[src/rtl/series_pkg.sv]
// Shared types and constants for the 8.8 fixed-point series-evaluation controller.
// The controller imports this package, and so can other blocks in the series datapath.
package series_pkg;

  typedef enum logic [2:0] {
    IDLE,
    INIT,
    SQR,
    MUL_X,
    MUL_C,
    CHECK,
    ACC,
    DONE
  } state_t;

  localparam logic [15:0] FP_ONE    = 16'h0100;
  localparam int          FP_FRAC   = 8;
  localparam int          MAX_TERMS = 8;
  localparam int          ROM_DEPTH = 8;

endpackage

[src/rtl/series_ctrl_if.sv]
// Controller bundle: start/done handshake with the top level plus every
// datapath select/strobe line and the comparator feedback.
interface series_ctrl_if;

  logic       start;
  logic       less_cmp;
  logic       busy;
  logic       done;
  logic [3:0] terms_used;
  logic       s1_rom;
  logic       s1_x;
  logic       s2_tmp;
  logic       s2_x;
  logic       s4_in;
  logic       s4_mult;
  logic [7:0] s3;
  logic       ld_tmp;
  logic       init_tmp;
  logic       ld_ans;
  logic       init_ans;
  logic       ld_x;
  logic       ld_y;
  logic       sub;

  modport master (
    input  start, less_cmp,
    output busy, done, terms_used,
    output s1_rom, s1_x, s2_tmp, s2_x, s4_in, s4_mult, s3,
    output ld_tmp, init_tmp, ld_ans, init_ans, ld_x, ld_y, sub
  );

  modport slave (
    output start, less_cmp,
    input  busy, done, terms_used,
    input  s1_rom, s1_x, s2_tmp, s2_x, s4_in, s4_mult, s3,
    input  ld_tmp, init_tmp, ld_ans, init_ans, ld_x, ld_y, sub
  );

endinterface

[src/rtl/series_ctrl.sv]
// Moore control FSM sequencing one series evaluation through the datapath:
// optional x*x, then per term tmp*=x, tmp*=rom[k], threshold check, accumulate.
module series_ctrl
  import series_pkg::*;
#(
  parameter int N_TERMS  = 8,
  parameter bit SQUARE_X = 1'b0,
  parameter bit ALT_SIGN = 1'b0
) (
  input  logic          clk,
  input  logic          rst,
  series_ctrl_if.master bus
);

  localparam logic [2:0] K_LAST = 3'(N_TERMS - 1);

  state_t     state;
  state_t     state_nx;
  logic [2:0] k;
  logic [3:0] terms_used;

  logic       s1_rom;
  logic       s2_x;
  logic       s4_in;
  logic [7:0] s3;
  logic       ld_tmp;
  logic       init_tmp;
  logic       ld_ans;
  logic       init_ans;
  logic       ld_x;
  logic       ld_y;
  logic       sub;
  logic       busy;
  logic       done;

  // NOTE: state-holding registers use non-blocking assignments so every
  // flop samples the pre-edge values of the others.
  always_ff @(posedge clk) begin
    if (rst) begin
      state      <= IDLE;
      k          <= '0;
      terms_used <= '0;
    end else begin
      state <= state_nx;
      case (state)
        INIT: begin
          k          <= '0;
          terms_used <= '0;
        end
        ACC: begin
          terms_used <= terms_used + 4'd1;
          // The terminal test precedes the increment, so k never wraps.
          if (k != K_LAST) k <= k + 3'd1;
        end
        default: ;
      endcase
    end
  end

  // NOTE: every signal gets a default before the case so no path through
  // this block leaves one unassigned, which would infer a latch.
  always_comb begin
    state_nx = state;
    s1_rom   = 1'b0;
    s2_x     = 1'b0;
    s4_in    = 1'b0;
    s3       = '0;
    ld_tmp   = 1'b0;
    init_tmp = 1'b0;
    ld_ans   = 1'b0;
    init_ans = 1'b0;
    ld_x     = 1'b0;
    ld_y     = 1'b0;
    sub      = 1'b0;
    busy     = 1'b1;
    done     = 1'b0;

    unique case (state)
      IDLE: begin
        busy = 1'b0;
        if (bus.start) state_nx = INIT;
      end
      INIT: begin
        init_tmp = 1'b1;
        init_ans = 1'b1;
        ld_x     = 1'b1;
        s4_in    = 1'b1;
        ld_y     = 1'b1;
        state_nx = SQUARE_X ? SQR : MUL_X;
      end
      SQR: begin
        s2_x     = 1'b1;
        ld_x     = 1'b1;
        state_nx = MUL_X;
      end
      MUL_X: begin
        ld_tmp   = 1'b1;
        state_nx = MUL_C;
      end
      MUL_C: begin
        s1_rom   = 1'b1;
        s3       = {5'b0, k};
        ld_tmp   = 1'b1;
        state_nx = CHECK;
      end
      CHECK: begin
        // A term already below threshold ends the run without being added.
        state_nx = bus.less_cmp ? DONE : ACC;
      end
      ACC: begin
        ld_ans   = 1'b1;
        sub      = ALT_SIGN & ~k[0];
        state_nx = (k == K_LAST) ? DONE : MUL_X;
      end
      DONE: begin
        done     = 1'b1;
        state_nx = IDLE;
      end
    endcase
  end

  assign bus.busy       = busy;
  assign bus.done       = done;
  assign bus.terms_used = terms_used;
  assign bus.s1_rom     = s1_rom;
  assign bus.s1_x       = ~s1_rom;
  assign bus.s2_x       = s2_x;
  assign bus.s2_tmp     = ~s2_x;
  assign bus.s4_in      = s4_in;
  assign bus.s4_mult    = ~s4_in;
  assign bus.s3         = s3;
  assign bus.ld_tmp     = ld_tmp;
  assign bus.init_tmp   = init_tmp;
  assign bus.ld_ans     = ld_ans;
  assign bus.init_ans   = init_ans;
  assign bus.ld_x       = ld_x;
  assign bus.ld_y       = ld_y;
  assign bus.sub        = sub;

endmodule
[src/flat_wrapper.sv]
// flat-port wrapper written by rule: the top's interface ports become plain ports
module series_ctrl_flat import series_pkg::*;
#(
  parameter int N_TERMS  = 8,
  parameter bit SQUARE_X = 1'b0,
  parameter bit ALT_SIGN = 1'b0
)
  (clk, rst, bus_start, bus_less_cmp, bus_busy, bus_done, bus_terms_used, bus_s1_rom, bus_s1_x, bus_s2_tmp, bus_s2_x, bus_s4_in, bus_s4_mult, bus_s3, bus_ld_tmp, bus_init_tmp, bus_ld_ans, bus_init_ans, bus_ld_x, bus_ld_y, bus_sub);
  series_ctrl_if bus_i ();
  input  logic clk;
  input  logic rst;
  input wire logic [$bits(bus_i.start)-1:0] bus_start;
  input wire logic [$bits(bus_i.less_cmp)-1:0] bus_less_cmp;
  output wire logic [$bits(bus_i.busy)-1:0] bus_busy;
  output wire logic [$bits(bus_i.done)-1:0] bus_done;
  output wire logic [$bits(bus_i.terms_used)-1:0] bus_terms_used;
  output wire logic [$bits(bus_i.s1_rom)-1:0] bus_s1_rom;
  output wire logic [$bits(bus_i.s1_x)-1:0] bus_s1_x;
  output wire logic [$bits(bus_i.s2_tmp)-1:0] bus_s2_tmp;
  output wire logic [$bits(bus_i.s2_x)-1:0] bus_s2_x;
  output wire logic [$bits(bus_i.s4_in)-1:0] bus_s4_in;
  output wire logic [$bits(bus_i.s4_mult)-1:0] bus_s4_mult;
  output wire logic [$bits(bus_i.s3)-1:0] bus_s3;
  output wire logic [$bits(bus_i.ld_tmp)-1:0] bus_ld_tmp;
  output wire logic [$bits(bus_i.init_tmp)-1:0] bus_init_tmp;
  output wire logic [$bits(bus_i.ld_ans)-1:0] bus_ld_ans;
  output wire logic [$bits(bus_i.init_ans)-1:0] bus_init_ans;
  output wire logic [$bits(bus_i.ld_x)-1:0] bus_ld_x;
  output wire logic [$bits(bus_i.ld_y)-1:0] bus_ld_y;
  output wire logic [$bits(bus_i.sub)-1:0] bus_sub;
  assign bus_i.start = bus_start;
  assign bus_i.less_cmp = bus_less_cmp;
  assign bus_busy = bus_i.busy;
  assign bus_done = bus_i.done;
  assign bus_terms_used = bus_i.terms_used;
  assign bus_s1_rom = bus_i.s1_rom;
  assign bus_s1_x = bus_i.s1_x;
  assign bus_s2_tmp = bus_i.s2_tmp;
  assign bus_s2_x = bus_i.s2_x;
  assign bus_s4_in = bus_i.s4_in;
  assign bus_s4_mult = bus_i.s4_mult;
  assign bus_s3 = bus_i.s3;
  assign bus_ld_tmp = bus_i.ld_tmp;
  assign bus_init_tmp = bus_i.init_tmp;
  assign bus_ld_ans = bus_i.ld_ans;
  assign bus_init_ans = bus_i.init_ans;
  assign bus_ld_x = bus_i.ld_x;
  assign bus_ld_y = bus_i.ld_y;
  assign bus_sub = bus_i.sub;
  series_ctrl #(.N_TERMS(N_TERMS), .SQUARE_X(SQUARE_X), .ALT_SIGN(ALT_SIGN)) u_core (.clk(clk), .rst(rst), .bus(bus_i));
endmodule
[config.mk]
export PLATFORM = sky130hd
export DESIGN_NAME = series_ctrl_flat
export DESIGN_NICKNAME = d
export VERILOG_FILES = /design/src/rtl/series_pkg.sv /design/src/rtl/series_ctrl_if.sv /design/src/rtl/series_ctrl.sv /design/src/flat_wrapper.sv
export SDC_FILE = /design/constraint.sdc
export NUM_CORES = 1
export LEC_CHECK = 0
export CELL_PAD_IN_SITES_DETAIL_PLACEMENT = 1
export CELL_PAD_IN_SITES_GLOBAL_PLACEMENT = 2
export CORE_ASPECT_RATIO = 1.25
export CORE_UTILIZATION = 23
export CTS_CLUSTER_SIZE = 16
export DETAILED_ROUTE_END_ITERATION = 12
export PLACE_DENSITY_LB_ADDON = 0.1
export SYNTH_ARGS = -nofsm -noshare
export SYNTH_HDL_FRONTEND = slang
export SYNTH_SLANG_ARGS = --single-unit
[constraint.sdc]
create_clock -name clk -period 2 [get_ports clk]
set_input_delay 0.2 -clock clk [delete_from_list [all_inputs] [get_ports clk]]
set_output_delay 0.2 -clock clk [all_outputs]
set_load 0.1 [all_outputs]
Word level (Yosys, flattened, before mapping) --
Cells that the tools add are included.
Storage, ports and cells: register bits 10, input port bits 4, output and inout port bits 27, word-level logic and storage cells 40
Operators by class: add/sub/neg operators 2, eq/ne operators 11, muxes and demuxes 16, bitwise gates (word level) 3, reductions and logical operators 5
Operators with widths (number):
- case mux 3 bit (7 select lines) | 1
- == test 3 bit, second input constant | 5
- two-way mux 3 bit | 4
- two-way mux 1 bit | 9
- case mux 4 bit (2 select lines) | 1
- == test 3 x 2 -> 1 bit, second input constant | 2
- case mux 3 bit (2 select lines) | 1
- adder 4 x 1 -> 4 bit, second input constant | 1
- OR reduction 2 bit | 2
- adder 3 x 1 -> 3 bit, second input constant | 1
- == test 3 x 1 -> 1 bit, second input constant | 1
- zero test 3 bit | 1
- inequality test 3 bit, second input constant | 1
- inverter 1 bit | 3
- inequality test 2 x 1 -> 1 bit, second input constant | 1
- inequality test 2 bit, second input constant | 1
- AND reduction 2 bit | 1
- nonzero test 2 bit | 1

Longest topological paths before layout --
depth in word-level cells 3, depth in mapped cells 6

Least setup slack after synthesis --
OpenSTA, ideal clock, no wires.
path type flip-flop to output port, start reg u_core.state[0], end out bus_ld_tmp, arrival 2.703 ns, required time 1.800 ns, path slack -0.903 ns, stages on the path, launching flop included 5, path buffers 0, path through dfxtp_1 inv_1 ha_1 nand2_1 o21ai_0
On the way: longest elaborated chain between the ends 3, elaborated cells between the ends (all ways) 4
Ends and longest elaborated chain:
- start, declared | line series_ctrl.sv:17 | state_t state;
- start signal, assigned | line series_ctrl.sv:44 | state <= state_nx;
- == test 3 x 2 -> 1 bit / == test 3 bit (equally long branches) | line series_ctrl.sv:78 | unique case (state)
- OR reduction 2 bit (no source line) *
- two-way mux 1 bit * | line series_ctrl.sv:78
- end, declared | line flat_wrapper.sv:24 | output wire logic [$bits(bus_i.ld_tmp)-1:0] bus_ld_tmp;
Every way passes the cells marked *; elsewhere a longest branch is shown, timed or not.

Worst setup path after layout --
start reg u_core.state[0], end out bus_ld_x
On the way: longest elaborated chain between the ends 3, elaborated cells between the ends (all ways) 4
Ends and longest elaborated chain:
- == test 3 x 1 -> 1 bit / == test 3 x 2 -> 1 bit (equally long branches) | line series_ctrl.sv:78
- OR reduction 2 bit (no source line) *
- two-way mux 1 bit * | line series_ctrl.sv:78
- end, declared | line flat_wrapper.sv:28 | output wire logic [$bits(bus_i.ld_x)-1:0] bus_ld_x;
Marks and branches as above.

==> flow_results.xml <==
<?xml version="1.0" encoding="UTF-8"?>
<metrics>
  <group name="synthesis">
    <metric name="synth.area.top_cells" unit="">dfxtp_1 29%, ha_1 13%, buf_4 9.9%, a21oi_1 6.6%, nand3_1 5.8%</metric>
    <metric name="synth_enable_flop_cells" unit="">0</metric>
    <metric name="synth_async_sr_flop_share" unit="%">0</metric>
    <metric name="synth_most_common_cell" unit="">dfxtp_1</metric>
    <metric name="synthDominantCellAreaShare" unit="%">29.2</metric>
    <metric name="netlist_area" unit="µm²">686</metric>
    <metric name="synth.yosys.seq_area_share" unit="%">29.2</metric>
    <metric name="synth-warning-count" unit="">0</metric>
    <metric name="synth.top_cells.by_count" unit="">10 x dfxtp_1, 9 x a21oi_1, 9 x buf_4</metric>
    <metric name="ys_seq_elements" unit="">10</metric>
    <metric name="yosys.area.top_type" unit="">dfxtp_1</metric>
    <metric name="synth_cell_types" unit="">26</metric>
    <metric name="post_synthesis_mean_instance_area" unit="µm²">7.88</metric>
    <metric name="synth_cells" unit="">87</metric>
    <metric name="synth-main-ff-cell" unit="">dfxtp_1</metric>
  </group>
  <group name="layout">
    <metric name="antenna_cells_inserted" unit="">0</metric>
    <metric name="share_of_cells_above_drive_strength_1" unit="%">33.3</metric>
    <metric name="signed_area_change_from_the_synthesized_netlist_to_the_final_layout" unit="%">63.7</metric>
    <metric name="number_of_inserted_filler_cells_in_the_final_layout" unit="">327</metric>
    <metric name="finalNetCount" unit="">121</metric>
    <metric name="postLayoutCoreUtil" unit="%">40.7</metric>
    <metric name="layout.cells.non_filler" unit="">142</metric>
  </group>
  <group name="placement">
    <metric name="preCtsSetupSlack" unit="ns">0.440</metric>
    <metric name="placed_cells" unit="">139</metric>
    <metric name="finalWeightedCongestion" unit="">0.714</metric>
    <metric name="io_buffer_count" unit="">24</metric>
    <metric name="dp_hpwl" unit="µm">1390</metric>
  </group>
  <group name="route">
    <metric name="via_count" unit="">647</metric>
    <metric name="drt-wirelength-per-cell" unit="µm">12.4</metric>
    <metric name="drcViolationCount" unit="">0</metric>
    <metric name="drtIter0Drc" unit="">5</metric>
    <metric name="firstDrtPassIters" unit="">4</metric>
    <metric name="drt-vias-per-instance" unit="">4.56</metric>
    <metric name="drt.antenna.violating_nets" unit="">0</metric>
    <metric name="totalWireLength" unit="µm">1760</metric>
  </group>
  <group name="die">
    <metric name="die_h" unit="µm">63.0</metric>
    <metric name="coreArea" unit="mm²">0.00276</metric>
    <metric name="floorplan.initialDensity" unit="%">24.9</metric>
    <metric name="core.rowCount" unit="">21</metric>
    <metric name="die_area" unit="mm²">0.00320</metric>
    <metric name="i_o_pin_total" unit="">31</metric>
    <metric name="chipWidth" unit="µm">50.8</metric>
  </group>
  <group name="worst_setup_path">
    <metric name="critical_path.endpoint" unit="">bus_ld_x</metric>
    <metric name="timing.critical_path.depth" unit="">5</metric>
    <metric name="timing.critical_path.max_delay_family" unit="">simple AND/OR/NAND/NOR gates</metric>
    <metric name="setup.reg_to_reg.worst_slack" unit="ns">0.52</metric>
    <metric name="slowest_delay" unit="ns">0.34</metric>
    <metric name="critPathSlowestCell" unit="">or2b_4</metric>
    <metric name="reg2regPathDepth" unit="">5</metric>
    <metric name="worstPathRequired" unit="ns">1.80</metric>
    <metric name="criticalPathCategory" unit="">reg2out</metric>
    <metric name="critPathCaptureType" unit="">output port</metric>
    <metric name="critical_path_at" unit="ns">1.64</metric>
    <metric name="critical_path.max_fanout" unit="">7</metric>
    <metric name="reg_to_reg_endpoint" unit="">u_core.bus.terms_used[3]</metric>
    <metric name="critical_path.cell_chain" unit="">inv_1 &gt; ha_1 &gt; or2b_4 &gt; nand2_2 &gt; buf_12</metric>
    <metric name="critical_path_buf_inv_count" unit="">2</metric>
    <metric name="worst_setup_sp_type" unit="">flop</metric>
    <metric name="setup.worst_path.start" unit="">u_core.state[0]</metric>
    <metric name="critical_path.reg2reg.startpoint" unit="">u_core.state[0]</metric>
  </group>
  <group name="clock_network">
    <metric name="numCtsBuffers" unit="">3</metric>
    <metric name="tritoncts" unit="">done</metric>
    <metric name="clk_latency" unit="ns">0.26</metric>
    <metric name="htreeDepth" unit="">1</metric>
    <metric name="clkSinkCount" unit="">10</metric>
    <metric name="cts-hold-fix-buffers" unit="">0</metric>
    <metric name="cts_resized" unit="">0</metric>
    <metric name="clk_pin_slew" unit="ns">0.07</metric>
    <metric name="post_cts_buffers" unit="">0</metric>
    <metric name="cts.path.max_buffers" unit="">2</metric>
    <metric name="clock_tree.root_cell" unit="">clkbuf_4</metric>
  </group>
  <group name="grt">
    <metric name="globalRouteTotalUtil" unit="%">12.4</metric>
    <metric name="grt_remaining_overflow" unit="">0</metric>
    <metric name="number_of_antenna_violations_at_the_first_check_in_global_routing" unit="">0</metric>
    <metric name="wire_length_of_the_first_global_routing_pass" unit="µm">2990</metric>
    <metric name="number_of_global_route_vias_before_repair" unit="">671</metric>
    <metric name="grt_start_max_net_pins" unit="">12</metric>
  </group>
  <group name="sta">
    <metric name="maxSlewViolCount" unit="">0</metric>
    <metric name="max_freq" unit="MHz">544</metric>
    <metric name="finalHoldViolCount" unit="">0</metric>
    <metric name="grt_setup_unrepaired" unit="">false</metric>
    <metric name="finClkSkew" unit="ns">0.00261</metric>
    <metric name="layout_worst_path_cycle_share" unit="%">91.8</metric>
    <metric name="final.setup.worst_slack" unit="ns">0.163</metric>
    <metric name="setup_viol" unit="">0</metric>
    <metric name="final.min_clock_period" unit="ns">1.84</metric>
  </group>
  <group name="pwr">
    <metric name="p_per_area" unit="mW/mm²">981</metric>
    <metric name="static_leakage" unit="nW">0.476</metric>
    <metric name="ir_drop_worst_case_vdd" unit="mV">0.552</metric>
    <metric name="report.power.total" unit="mW">1.10</metric>
  </group>
  <group name="job">
    <metric name="cap_viol_max_count" unit="">0</metric>
  </group>
  <group name="hold_path">
    <metric name="min_path_type" unit="">reg2reg</metric>
    <metric name="holdPathStages" unit="">2</metric>
  </group>
  <group name="status">
    <metric name="status" unit="">complete, no violations</metric>
  </group>
</metrics>
## how the worst min path moves through the flow
stage,startpoint,endpoint,slack [ns]
after global placement,u_core.state[1],u_core.state[1],0.48
after detailed placement,u_core.k[2],u_core.k[2],0.49
final,u_core.k[2],u_core.k[2],0.50
after CTS,u_core.k[2],u_core.k[2],0.50
after global routing,u_core.k[2],u_core.k[2],0.53
after floorplan,bus_start,u_core.state[1],0.39
## cell usage in the layout, fill, tap and decap left out, types with 4 or more instances in the layout
master    instances
conb_1            6
dfxtp_1          10
nand2_1           5
ha_1              7
nand3_1           8
a21oi_1           9
buf_12           17
nand2b_1          5
inv_1             4
buf_4             6
## routing by layer
metal	vias to the layer above	track usage (%)	wire, µm
li1	319	-	-
met1	308	14.8	785
met2	18	20.7	890
met3	2	1.46	67
met4	0	7.29	20
met5	-	0	0
## layout make-up
class	count	area, µm²	share of cell area [%]
Timing Repair Buffer	26	415	37.0
Multi-Input combinational cell	62	404	36.0
Sequential cell	10	200	17.8
Tap cell	34	42.5	3.79
Inverter	7	37.5	3.34
Clock buffer	3	22.5	2.01
## kinds of logic after synthesis
family	share of synthesized area [%]
adders and majority gates	12.8
and+or+nand+nor	26.3
DFF	29.2
AOI/OAI and AO/OA	14.8
other	0.547
buffers and inverters	16.4
## report_power, final
group          switching, mW  total (mW)  internal [mW]
combinational          0.514       0.739          0.225
clock                 0.0720       0.142         0.0695
sequential            0.0116       0.220          0.209
## per-stage QoR
step	hold slack, ns	TNS (ns)	area, µm²
2_1_floorplan	0.388	-0.0291	763
3_3_place_gp	0.479	0	1100
3_5_place_dp	0.490	0	1100
4_1_cts	0.501	0	1120
5_1_grt	0.528	0	1120
6_report	0.498	0	1120
## flip-flops by register name (all words and copies together), names as in the netlist
signal / cells
u_core.state: 3
u_core.bus.terms_used: 4
u_core.k: 3
## tightest hold or removal path, cell delays in order (launching register included)
cell     delay, ns
dfxtp_1       0.33
nand3_1       0.07
a21oi_1       0.06
Power figures use the tool's default switching activity.
